<file path="src/rtl/pdm_tx_pkg.sv">
// Shared widths and constants for the PDM audio transmit path.
package pdm_tx_pkg;

  localparam int unsigned PCM_W      = 16;
  localparam int unsigned ACC_W      = 17;
  localparam int unsigned UNDERRUN_W = 8;

  typedef logic [PCM_W-1:0] pcm_t;

  localparam pcm_t OFFSET = 16'h8000;

  // Signed two's complement to offset binary: -32768 -> 0, 0 -> 0x8000, 32767 -> 0xFFFF.
  function automatic pcm_t to_offset(pcm_t sample);
    return sample ^ OFFSET;
  endfunction

endpackage

</file>
<file path="src/rtl/pdm_audio_tx_if.sv">
// PCM sample stream with valid/ready handshake.
interface pdm_audio_tx_if;
  import pdm_tx_pkg::*;

  pcm_t s_data;
  logic s_valid;
  logic s_ready;

  modport master (output s_data, output s_valid, input s_ready);
  modport slave (input s_data, input s_valid, output s_ready);

endinterface

</file>
<file path="src/rtl/sync_fifo.sv">
// Single-clock FIFO with occupancy count; DEPTH must be a power of two.
module sync_fifo #(
  parameter int unsigned WIDTH = 16,
  parameter int unsigned DEPTH = 4,
  localparam int unsigned AW   = $clog2(DEPTH)
) (
  input  logic             clk,
  input  logic             reset_n,
  input  logic             push,
  input  logic             pop,
  input  logic [WIDTH-1:0] wdata,
  output logic [WIDTH-1:0] rdata,
  output logic             full,
  output logic             empty,
  output logic [AW:0]      count
);

  logic [WIDTH-1:0] mem_q [DEPTH];
  logic [AW-1:0]    wr_ptr_q, rd_ptr_q;
  logic [AW:0]      count_q;
  logic             do_push, do_pop;

  assign full    = (count_q == (AW+1)'(DEPTH));
  assign empty   = (count_q == '0);
  assign count   = count_q;
  assign rdata   = mem_q[rd_ptr_q];
  assign do_push = push && !full;
  assign do_pop  = pop && !empty;

  always_ff @(posedge clk) begin
    if (!reset_n) begin
      wr_ptr_q <= '0;
      rd_ptr_q <= '0;
      count_q  <= '0;
    end else begin
      if (do_push) wr_ptr_q <= wr_ptr_q + AW'(1);
      if (do_pop)  rd_ptr_q <= rd_ptr_q + AW'(1);
      unique case ({do_push, do_pop})
        2'b10:   count_q <= count_q + (AW+1)'(1);
        2'b01:   count_q <= count_q - (AW+1)'(1);
        default: count_q <= count_q;
      endcase
    end
  end

  always_ff @(posedge clk) begin
    if (do_push) mem_q[wr_ptr_q] <= wdata;
  end

endmodule

</file>
<file path="src/rtl/pdm_audio_tx.sv">
// PCM-to-PDM transmitter: sample FIFO, bit-clock divider and first-order sigma-delta modulator.
module pdm_audio_tx
  import pdm_tx_pkg::*;
#(
  parameter int unsigned CLK_DIV    = 32,
  parameter int unsigned OSR        = 64,
  parameter int unsigned FIFO_DEPTH = 4,
  localparam int unsigned FILL_W    = $clog2(FIFO_DEPTH) + 1
) (
  input  logic                  clk,
  input  logic                  reset_n,
  input  logic                  en,
  pdm_audio_tx_if.slave         s,
  output logic                  pdm_data_o,
  output logic                  pdm_clk_o,
  output logic                  pdm_sd_o,
  output logic                  underrun,
  output logic [UNDERRUN_W-1:0] underrun_cnt,
  output logic [FILL_W-1:0]     fill
);

  localparam int unsigned DIV_W = $clog2(CLK_DIV);
  localparam int unsigned SMP_W = $clog2(OSR);

  logic [DIV_W-1:0]      div_cnt_q, div_cnt_d;
  logic [SMP_W-1:0]      smp_cnt_q, smp_cnt_d;
  pcm_t                  acc_q, cur_sample_q, sample;
  logic [ACC_W-1:0]      acc17;
  logic                  pdm_data_q, pdm_clk_q, pdm_clk_d, pdm_sd_q, underrun_q;
  logic [UNDERRUN_W-1:0] underrun_cnt_q;
  logic                  tick, load, push;
  logic                  fifo_full, fifo_empty;
  pcm_t                  fifo_rdata;

  assign s.s_ready = reset_n && !fifo_full;
  assign push      = s.s_valid && s.s_ready;

  sync_fifo #(
    .WIDTH (PCM_W),
    .DEPTH (FIFO_DEPTH)
  ) u_fifo (
    .clk     (clk),
    .reset_n (reset_n),
    .push    (push),
    .pop     (load),
    .wdata   (s.s_data),
    .rdata   (fifo_rdata),
    .full    (fifo_full),
    .empty   (fifo_empty),
    .count   (fill)
  );

  always_comb begin
    tick      = en && (div_cnt_q == DIV_W'(CLK_DIV - 1));
    load      = tick && (smp_cnt_q == '0);
    div_cnt_d = '0;
    if (en && !tick) div_cnt_d = div_cnt_q + DIV_W'(1);
    smp_cnt_d = smp_cnt_q;
    if (!en) begin
      smp_cnt_d = '0;
    end else if (tick) begin
      smp_cnt_d = (smp_cnt_q == SMP_W'(OSR - 1)) ? '0 : smp_cnt_q + SMP_W'(1);
    end
    // An empty FIFO at load time plays silence (PCM zero) rather than stalling the stream.
    sample    = load ? (fifo_empty ? '0 : fifo_rdata) : cur_sample_q;
    acc17     = {1'b0, acc_q} + {1'b0, to_offset(sample)};
    pdm_clk_d = en && (div_cnt_d < DIV_W'(CLK_DIV / 2));
  end

  always_ff @(posedge clk) begin
    if (!reset_n) begin
      div_cnt_q      <= '0;
      smp_cnt_q      <= '0;
      acc_q          <= '0;
      cur_sample_q   <= '0;
      pdm_data_q     <= 1'b0;
      pdm_clk_q      <= 1'b0;
      pdm_sd_q       <= 1'b0;
      underrun_q     <= 1'b0;
      underrun_cnt_q <= '0;
    end else begin
      div_cnt_q  <= div_cnt_d;
      smp_cnt_q  <= smp_cnt_d;
      pdm_clk_q  <= pdm_clk_d;
      pdm_sd_q   <= en;
      underrun_q <= load && fifo_empty;
      if (load && fifo_empty && (underrun_cnt_q != '1)) begin
        underrun_cnt_q <= underrun_cnt_q + UNDERRUN_W'(1);
      end
      if (!en) begin
        acc_q        <= '0;
        cur_sample_q <= '0;
        pdm_data_q   <= 1'b0;
      end else if (tick) begin
        acc_q      <= acc17[PCM_W-1:0];
        pdm_data_q <= acc17[ACC_W-1];
        if (load) cur_sample_q <= sample;
      end
    end
  end

  assign pdm_data_o   = pdm_data_q;
  assign pdm_clk_o    = pdm_clk_q;
  assign pdm_sd_o     = pdm_sd_q;
  assign underrun     = underrun_q;
  assign underrun_cnt = underrun_cnt_q;

endmodule

</file>
<file path="src/flat_wrapper.sv">
// flat-port wrapper written by rule: the top's interface ports become plain ports
module pdm_audio_tx_flat import pdm_tx_pkg::*;
#(
  parameter int unsigned CLK_DIV    = 32,
  parameter int unsigned OSR        = 64,
  parameter int unsigned FIFO_DEPTH = 4,
  localparam int unsigned FILL_W    = $clog2(FIFO_DEPTH) + 1
)
  (clk, reset_n, en, pdm_data_o, pdm_clk_o, pdm_sd_o, underrun, underrun_cnt, fill, s_s_data, s_s_valid, s_s_ready);
  pdm_audio_tx_if s_i ();
  input  logic clk;
  input  logic reset_n;
  input  logic en;
  output logic pdm_data_o;
  output logic pdm_clk_o;
  output logic pdm_sd_o;
  output logic underrun;
  output logic [UNDERRUN_W-1:0] underrun_cnt;
  output logic [FILL_W-1:0] fill;
  input wire logic [$bits(s_i.s_data)-1:0] s_s_data;
  input wire logic [$bits(s_i.s_valid)-1:0] s_s_valid;
  output wire logic [$bits(s_i.s_ready)-1:0] s_s_ready;
  assign s_i.s_data = s_s_data;
  assign s_i.s_valid = s_s_valid;
  assign s_s_ready = s_i.s_ready;
  pdm_audio_tx #(.CLK_DIV(CLK_DIV), .OSR(OSR), .FIFO_DEPTH(FIFO_DEPTH)) u_core (.clk(clk), .reset_n(reset_n), .en(en), .s(s_i), .pdm_data_o(pdm_data_o), .pdm_clk_o(pdm_clk_o), .pdm_sd_o(pdm_sd_o), .underrun(underrun), .underrun_cnt(underrun_cnt), .fill(fill));
endmodule
</file>
<file path="config.mk">
export PLATFORM = sky130hd
export DESIGN_NAME = pdm_audio_tx_flat
export DESIGN_NICKNAME = d
export VERILOG_FILES = /design/src/rtl/pdm_tx_pkg.sv /design/src/rtl/pdm_audio_tx_if.sv /design/src/rtl/sync_fifo.sv /design/src/rtl/pdm_audio_tx.sv /design/src/flat_wrapper.sv
export SDC_FILE = /design/constraint.sdc
export NUM_CORES = 1
export LEC_CHECK = 0
export BUFFER_PORTS_ARGS = -buffer_cell sky130_fd_sc_hd__clkbuf_2
export CORE_ASPECT_RATIO = 0.8
export CORE_MARGIN = 4
export CORE_UTILIZATION = 45
export DETAILED_ROUTE_END_ITERATION = 10
export PLACE_DENSITY_LB_ADDON = 0.3
export SKIP_CTS_REPAIR_TIMING = 1
export SLEW_MARGIN = 20
export SYNTH_ARGS = -nofsm -noshare
export SYNTH_HDL_FRONTEND = slang
export SYNTH_SLANG_ARGS = --single-unit
</file>
<file path="constraint.sdc">
create_clock -name clk -period 4.7 [get_ports clk]
set_input_delay 0.94 -clock clk [delete_from_list [all_inputs] [get_ports clk]]
set_output_delay 0.94 -clock clk [all_outputs]
set_load 0.1 [all_outputs]
</file>
==> results of run 1 <==
## through the flow
stage               total power [mW]  cell area, µm²  hold slack (ns)
floorplan                      1.271            5547           0.4331
global placement               1.298            5876           0.4415
detailed placement             1.303            5876           0.4637
CTS                            2.645            6482           0.4701
global route                   2.709            6482           0.5054
finish                         2.623            6482           0.4720
## cells in the mapped netlist, types with 13 or more instances
cell,count
dfxtp_1,64
nand2_1,23
nor2_1,38
a21oi_1,28
a22o_1,14
ha_1,26
inv_1,13
xnor2_1,17
and2_1,16
mux4_2,16
edfxtp_1,64
xor2_1,14
o21ai_0,16
## power by group
part           switching [mW]  total [mW]  internal (mW)  leakage [nW]
Sequential            0.00640        1.20           1.19          1.10
Combinational          0.0574      0.0797         0.0223          1.06
Clock                   0.503        1.34          0.842         0.290
Total                   0.567        2.62           2.06          2.45
## layout make-up
| cell class | count | area share [%] |
|---|---|---|
| multi-input cells | 281 | 34.16 |
| clock buffers | 18 | 6.620 |
| clock inverters | 14 | 2.741 |
| well taps | 148 | 2.857 |
| repair buffers | 41 | 3.397 |
| flip-flops and latches | 128 | 49.41 |
| inverters | 14 | 0.8107 |
## registers in the layout, summed over array words and instances, names as in the netlist, named ones only
name                    flops
u_core.smp_cnt_q            6
u_core.div_cnt_q            5
u_core.acc_q               16
u_core.pdm_clk_o            1
u_core.cur_sample_q        16
u_core.u_fifo.mem_q        64
u_core.underrun             1
u_core.pdm_data_o           1
u_core.pdm_sd_o             1
u_core.u_fifo.rd_ptr_q      2
u_core.u_fifo.wr_ptr_q      2
u_core.underrun_cnt         8
u_core.u_fifo.count         3
## path summary, 6_finish.rpt
check / endpoint
worst max-delay path: u_core.acc_q[12]
worst min-delay path: u_core.div_cnt_q[0]
worst max register to register: u_core.acc_q[12]
worst min register to register: u_core.div_cnt_q[0]
## metal layers
metal / global-route usage, % / vias to the layer above / part of all wire, %
li1: - / 1705 / -
met1: 21.94 / 1635 / 51
met2: 22.95 / 75 / 43
met3: 4.626 / 13 / 4.2
met4: 5.697 / 0 / 1.3
met5: 0 / - / 0
## worst register-to-register path, stage by stage (launching register included)
cell	delay, ns
dfxtp_1	0.35
ha_1	0.19
and3_1	0.16
ha_1	0.15
and2_1	0.20
nand3_4	0.25
nor2b_1	0.19
buf_4	0.26
a22o_1	0.19
ha_1	0.16
inv_1	0.05
fa_1	0.39
nand2b_1	0.18
a21oi_1	0.18
o211ai_1	0.19
a21oi_1	0.27
mux2_2	0.36
a211oi_1	0.22
## kinds of logic (layout without fill, tap and decap cells)
logic type                 after synthesis  in the layout  share of synthesized area, %
muxes                                   25             25                         8.144
xor gates and xnor gates                31             31                         4.895
AOI/OAI and AO/OA                       84             84                         10.02
adders and majority gates               28             28                         6.587
buffers and inverters                   32             87                         2.324
DFF                                    128            128                         57.75
and+or+nand+nor                        113            113                         10.29
==> results.cfg, run 1 <==
[clocking]
clockBufferDepth = 2
clkSinkCount = 128
cts-root-buf = clkbuf_16
cts_tree = done
htree_num_levels = 4
cts_buffers = 17
clock_latency_ns = 0.43
clkSlewWorstSetupHoldPaths_ns = 0.05

[routing]
drtIter0Drc = 198
wl_per_cell_um = 16.07
antenna_left = 0
drcViolationCount = 0
drt-vias-per-instance = 5.323
drt_pass1_iterations = 4
vias = 3428
routed_wl_mm = 10.35

[worst_setup_path]
startpoint = u_core.div_cnt_q[0]
worstPathRequired_ns = 5.01
critPathMaxFanout = 19
crit_buf_inv = 2
r2r_slack_ns = 0.69
crit_path_end_kind = flop
crit_path_start_kind = flop
path_common_cell = ha_1
max_stage_delay_ns = 0.39
ff2ff_path_depth = 17
arrival_ns = 4.32
cp_slowest_cell = fa_1
cp_top_family = compound AO/OA/AOI/OAI gates
crit_chain = ha_1 > and3_1 > ha_1 > and2_1 > nand3_4 > nor2b_1 > buf_4 > a22o_1 > ha_1 > inv_1 > fa_1 > nand2b_1 > a21oi_1 > o211ai_1 > a21oi_1 > mux2_2 > a211oi_1
cp_num_cells = 17
critical_path_class = flop to flop
r2r_start = u_core.div_cnt_q[0]

[final_layout]
n_antenna_cell = 0
multi_input_area_um2 = 2215
final_util_pct = 55.03
nFillCells = 948
layout_common_cells = dfxtp_1 (64), edfxtp_1 (64), nor2_1 (38)
drive_gt1_share_pct = 18.55
syn_to_final_growth_pct = 16.87
regArea_um2 = 3203
stdcell_count = 644
finalNetCount = 531

[floorplanning]
rows = 35
dieArea_um2 = 14180
ios = 36
start_util_pct = 47.08
die_y_um = 107.3
die_w_um = 132.1
core_area_um2 = 11780

[sta]
hold_viol = 0
setup_viol = 0
worst_slack_ns = 0.6888
slew_violations = 0
worst_pin_slew_ns = 0.8547
fin_crit_ns = 4.011
fin_crit_sh_pct = 85.35
relSlewSlack_pct = 43.02
fmax_mhz = 249.3
rsz0062_at_grt = no
setup-tns-final_ns = 0
fin_skew_ns = 0.03594

[logic_synthesis]
synth.avg_cell_area_um2 = 12.58
synth_edf_count = 64
seq_area_frac_synth_pct = 57.75
synthTopCellsByArea = edfxtp_1 (35%), dfxtp_1 (23%), mux4_2 (6.5%), ha_1 (5.9%), xnor2_1 (2.7%)
ys_ff_latch = 128
synth_flop_cell = edfxtp_1
syn_inst = 441
syn_nets = 489
synth-async-reset-ratio_pct = 0
yosys.area.top_type = edfxtp_1
yosysWarningCount = 0
syn_area_um2 = 5547
synth.distinct_cells = 39
synth_top_area_share_pct = 34.65

[placed_design]
dpl.hpwl_mm = 6.844
placed_cells = 612
dp_slack_ns = 0.5290
place_congestion = 0.8614
io_buffers = 35

[hold_path]
min_from = u_core.div_cnt_q[0]
min_path_type = flop to flop
hold_depth = 1

[global_route]
track_usage_pct = 15.60
grt_first_pass_wirelength_mm = 17.53
grt_antenna_before_repair = 0
overflow = 0
grt_pass1_vias = 3473
grt_max_degree = 28

[power]
ir_drop_mv = 0.2471
power_density_nw_per_um2 = 404.6
leakage_nw = 2.448

[status]
status = completed

[flow_run]
maxCapViolCount = 0
Power figures use the tool's default switching activity.
==> run 2: changes to the inputs <==
==> constraint.sdc (replaced) <==
create_clock -name clk -period 4.59 [get_ports clk]
set_input_delay 0.918 -clock clk [delete_from_list [all_inputs] [get_ports clk]]
set_output_delay 0.918 -clock clk [all_outputs]
set_load 0.1 [all_outputs]
==> run 2 against run 1 <==
  * Flip-flop and latch count is the same
  * Global-route usage grew 0.66 points
  * Final cell count is the same
  * Register-to-register slack lost 0.04 ns
  * Fmax grew 1.9%
  * Final area shrank 0.85%
  * Sequential share of layout area grew 0.42 points
  * Critical path type unchanged
  * Highest routed layer unchanged
==> results.cfg, run 2 (synthesis results as in run 1) <==
[worst_setup_path]
arrival_ns = 4.25
crit_buf_inv = 1
cp_top_family = compound AO/OA/AOI/OAI gates
crit_path_start_kind = flop
critPathMaxFanout = 19
crit_chain = ha_1 > and3_1 > ha_1 > and2_1 > nand3_4 > nor2b_1 > buf_4 > a22oi_1 > fa_1 > nand2b_1 > a21oi_1 > o211ai_1 > a21oi_1 > mux2_2 > a211oi_1
max_stage_delay_ns = 0.47
crit_path_end_kind = flop
worstPathRequired_ns = 4.90
cp_slowest_cell = fa_1
critical_path_class = flop to flop
r2r_slack_ns = 0.65

[final_layout]
finalNetCount = 532
largest-register = u_core.u_fifo.mem_q
n_antenna_cell = 0
largest_register_ff_count = 64
syn_to_final_growth_pct = 15.88
reg.largest.list = u_core.u_fifo.mem_q (64), u_core.acc_q (16), u_core.cur_sample_q (16)
drive_gt1_share_pct = 18.35
layout_common_cells = dfxtp_1 (64), edfxtp_1 (64), nor2_1 (38)

[clocking]
clkSinkCount = 128
htree_num_levels = 4
clockBufferDepth = 2
cts_buffers = 17
cts-root-buf = clkbuf_16
cts_tree = done
clkSlewWorstSetupHoldPaths_ns = 0.06
clock_latency_ns = 0.41

[floorplanning]
ios = 36
die_w_um = 132.1
start_util_pct = 47.08
core_area_um2 = 11780
die_y_um = 107.3
rows = 35
dieArea_um2 = 14180

[sta]
hold_slack_ns = 0.4603
fmax_mhz = 254.0
slew_violations = 0
worst_pin_slew_ns = 0.9005
setup-tns-final_ns = 0
setup_viol = 0
rsz0062_at_grt = no
hold_viol = 0
fin_crit_ns = 3.938
worst_slack_ns = 0.6523
relSlewSlack_pct = 39.97
fin_crit_sh_pct = 85.79
fin_skew_ns = 0.007881

[routing]
routed_wl_mm = 10.47
wl_per_cell_um = 16.25
vias = 3453
drtIter0Drc = 206
drt-vias-per-instance = 5.362
drt_pass1_iterations = 5
drcViolationCount = 0
antenna_left = 0

[power]
leakage_nw = 2.424
power_density_nw_per_um2 = 396.3
ir_drop_mv = 0.2575

[global_route]
grt_antenna_before_repair = 0
grt_first_pass_wirelength_mm = 17.97
grt_pass1_vias = 3584
grt_max_degree = 28
overflow = 0
track_usage_pct = 16.27

[placed_design]
dp_slack_ns = 0.4900
io_buffers = 35
place_congestion = 0.8843
dpl.hpwl_mm = 7.049

[status]
status = completed

[flow_run]
maxCapViolCount = 0

[hold_path]
min_path_type = flop to flop
-- run 2: power by group --
| part | total, mW | internal (mW) | switching, mW | leakage [nW] |
|---|---|---|---|---|
| combinational | 0.0815 | 0.0226 | 0.0589 | 1.07 |
| sequential | 1.23 | 1.22 | 0.00642 | 1.10 |
| clock | 1.24 | 0.741 | 0.498 | 0.260 |
| total | 2.55 | 1.98 | 0.563 | 2.42 |
-- run 2: worst paths after layout --
kind	from	to	depth (start not counted)
max reg2reg	u_core.div_cnt_q[0]	u_core.acc_q[12]	15
min reg2reg	u_core.div_cnt_q[0]	u_core.div_cnt_q[0]	1
max	u_core.div_cnt_q[0]	u_core.acc_q[12]	15
min	u_core.div_cnt_q[0]	u_core.div_cnt_q[0]	1
-- run 2: layout make-up --
cell class,instances,area [µm²]
Fill cell,949,5353
Clock inverter,13,115.1
Inverter,14,52.55
Multi-Input combinational cell,281,2215
Timing Repair Buffer,42,227.7
Sequential cell,128,3203
Tap cell,148,185.2
Clock buffer,18,429.2
-- run 2: metrics by stage --
step                power (mW)  std cells  utilization (%)  area (µm²)
floorplan                1.301        441                -        5547
CTS                      2.570        644            54.56        6427
finish                   2.547        644            54.56        6427
global placement         1.330        613            49.94        5883
detailed placement       1.334        613            49.94        5883
global route             2.639        644            54.56        6427
-- run 2: metal layers --
layer  vias to the layer above  wire, µm  GRT usage (%)
met1                      1671      5259          22.21
met2                        69      4721          25.22
met3                         8       394          4.533
met4                         0        90          5.397
met5                         -         0              0
li1                       1705         -              -
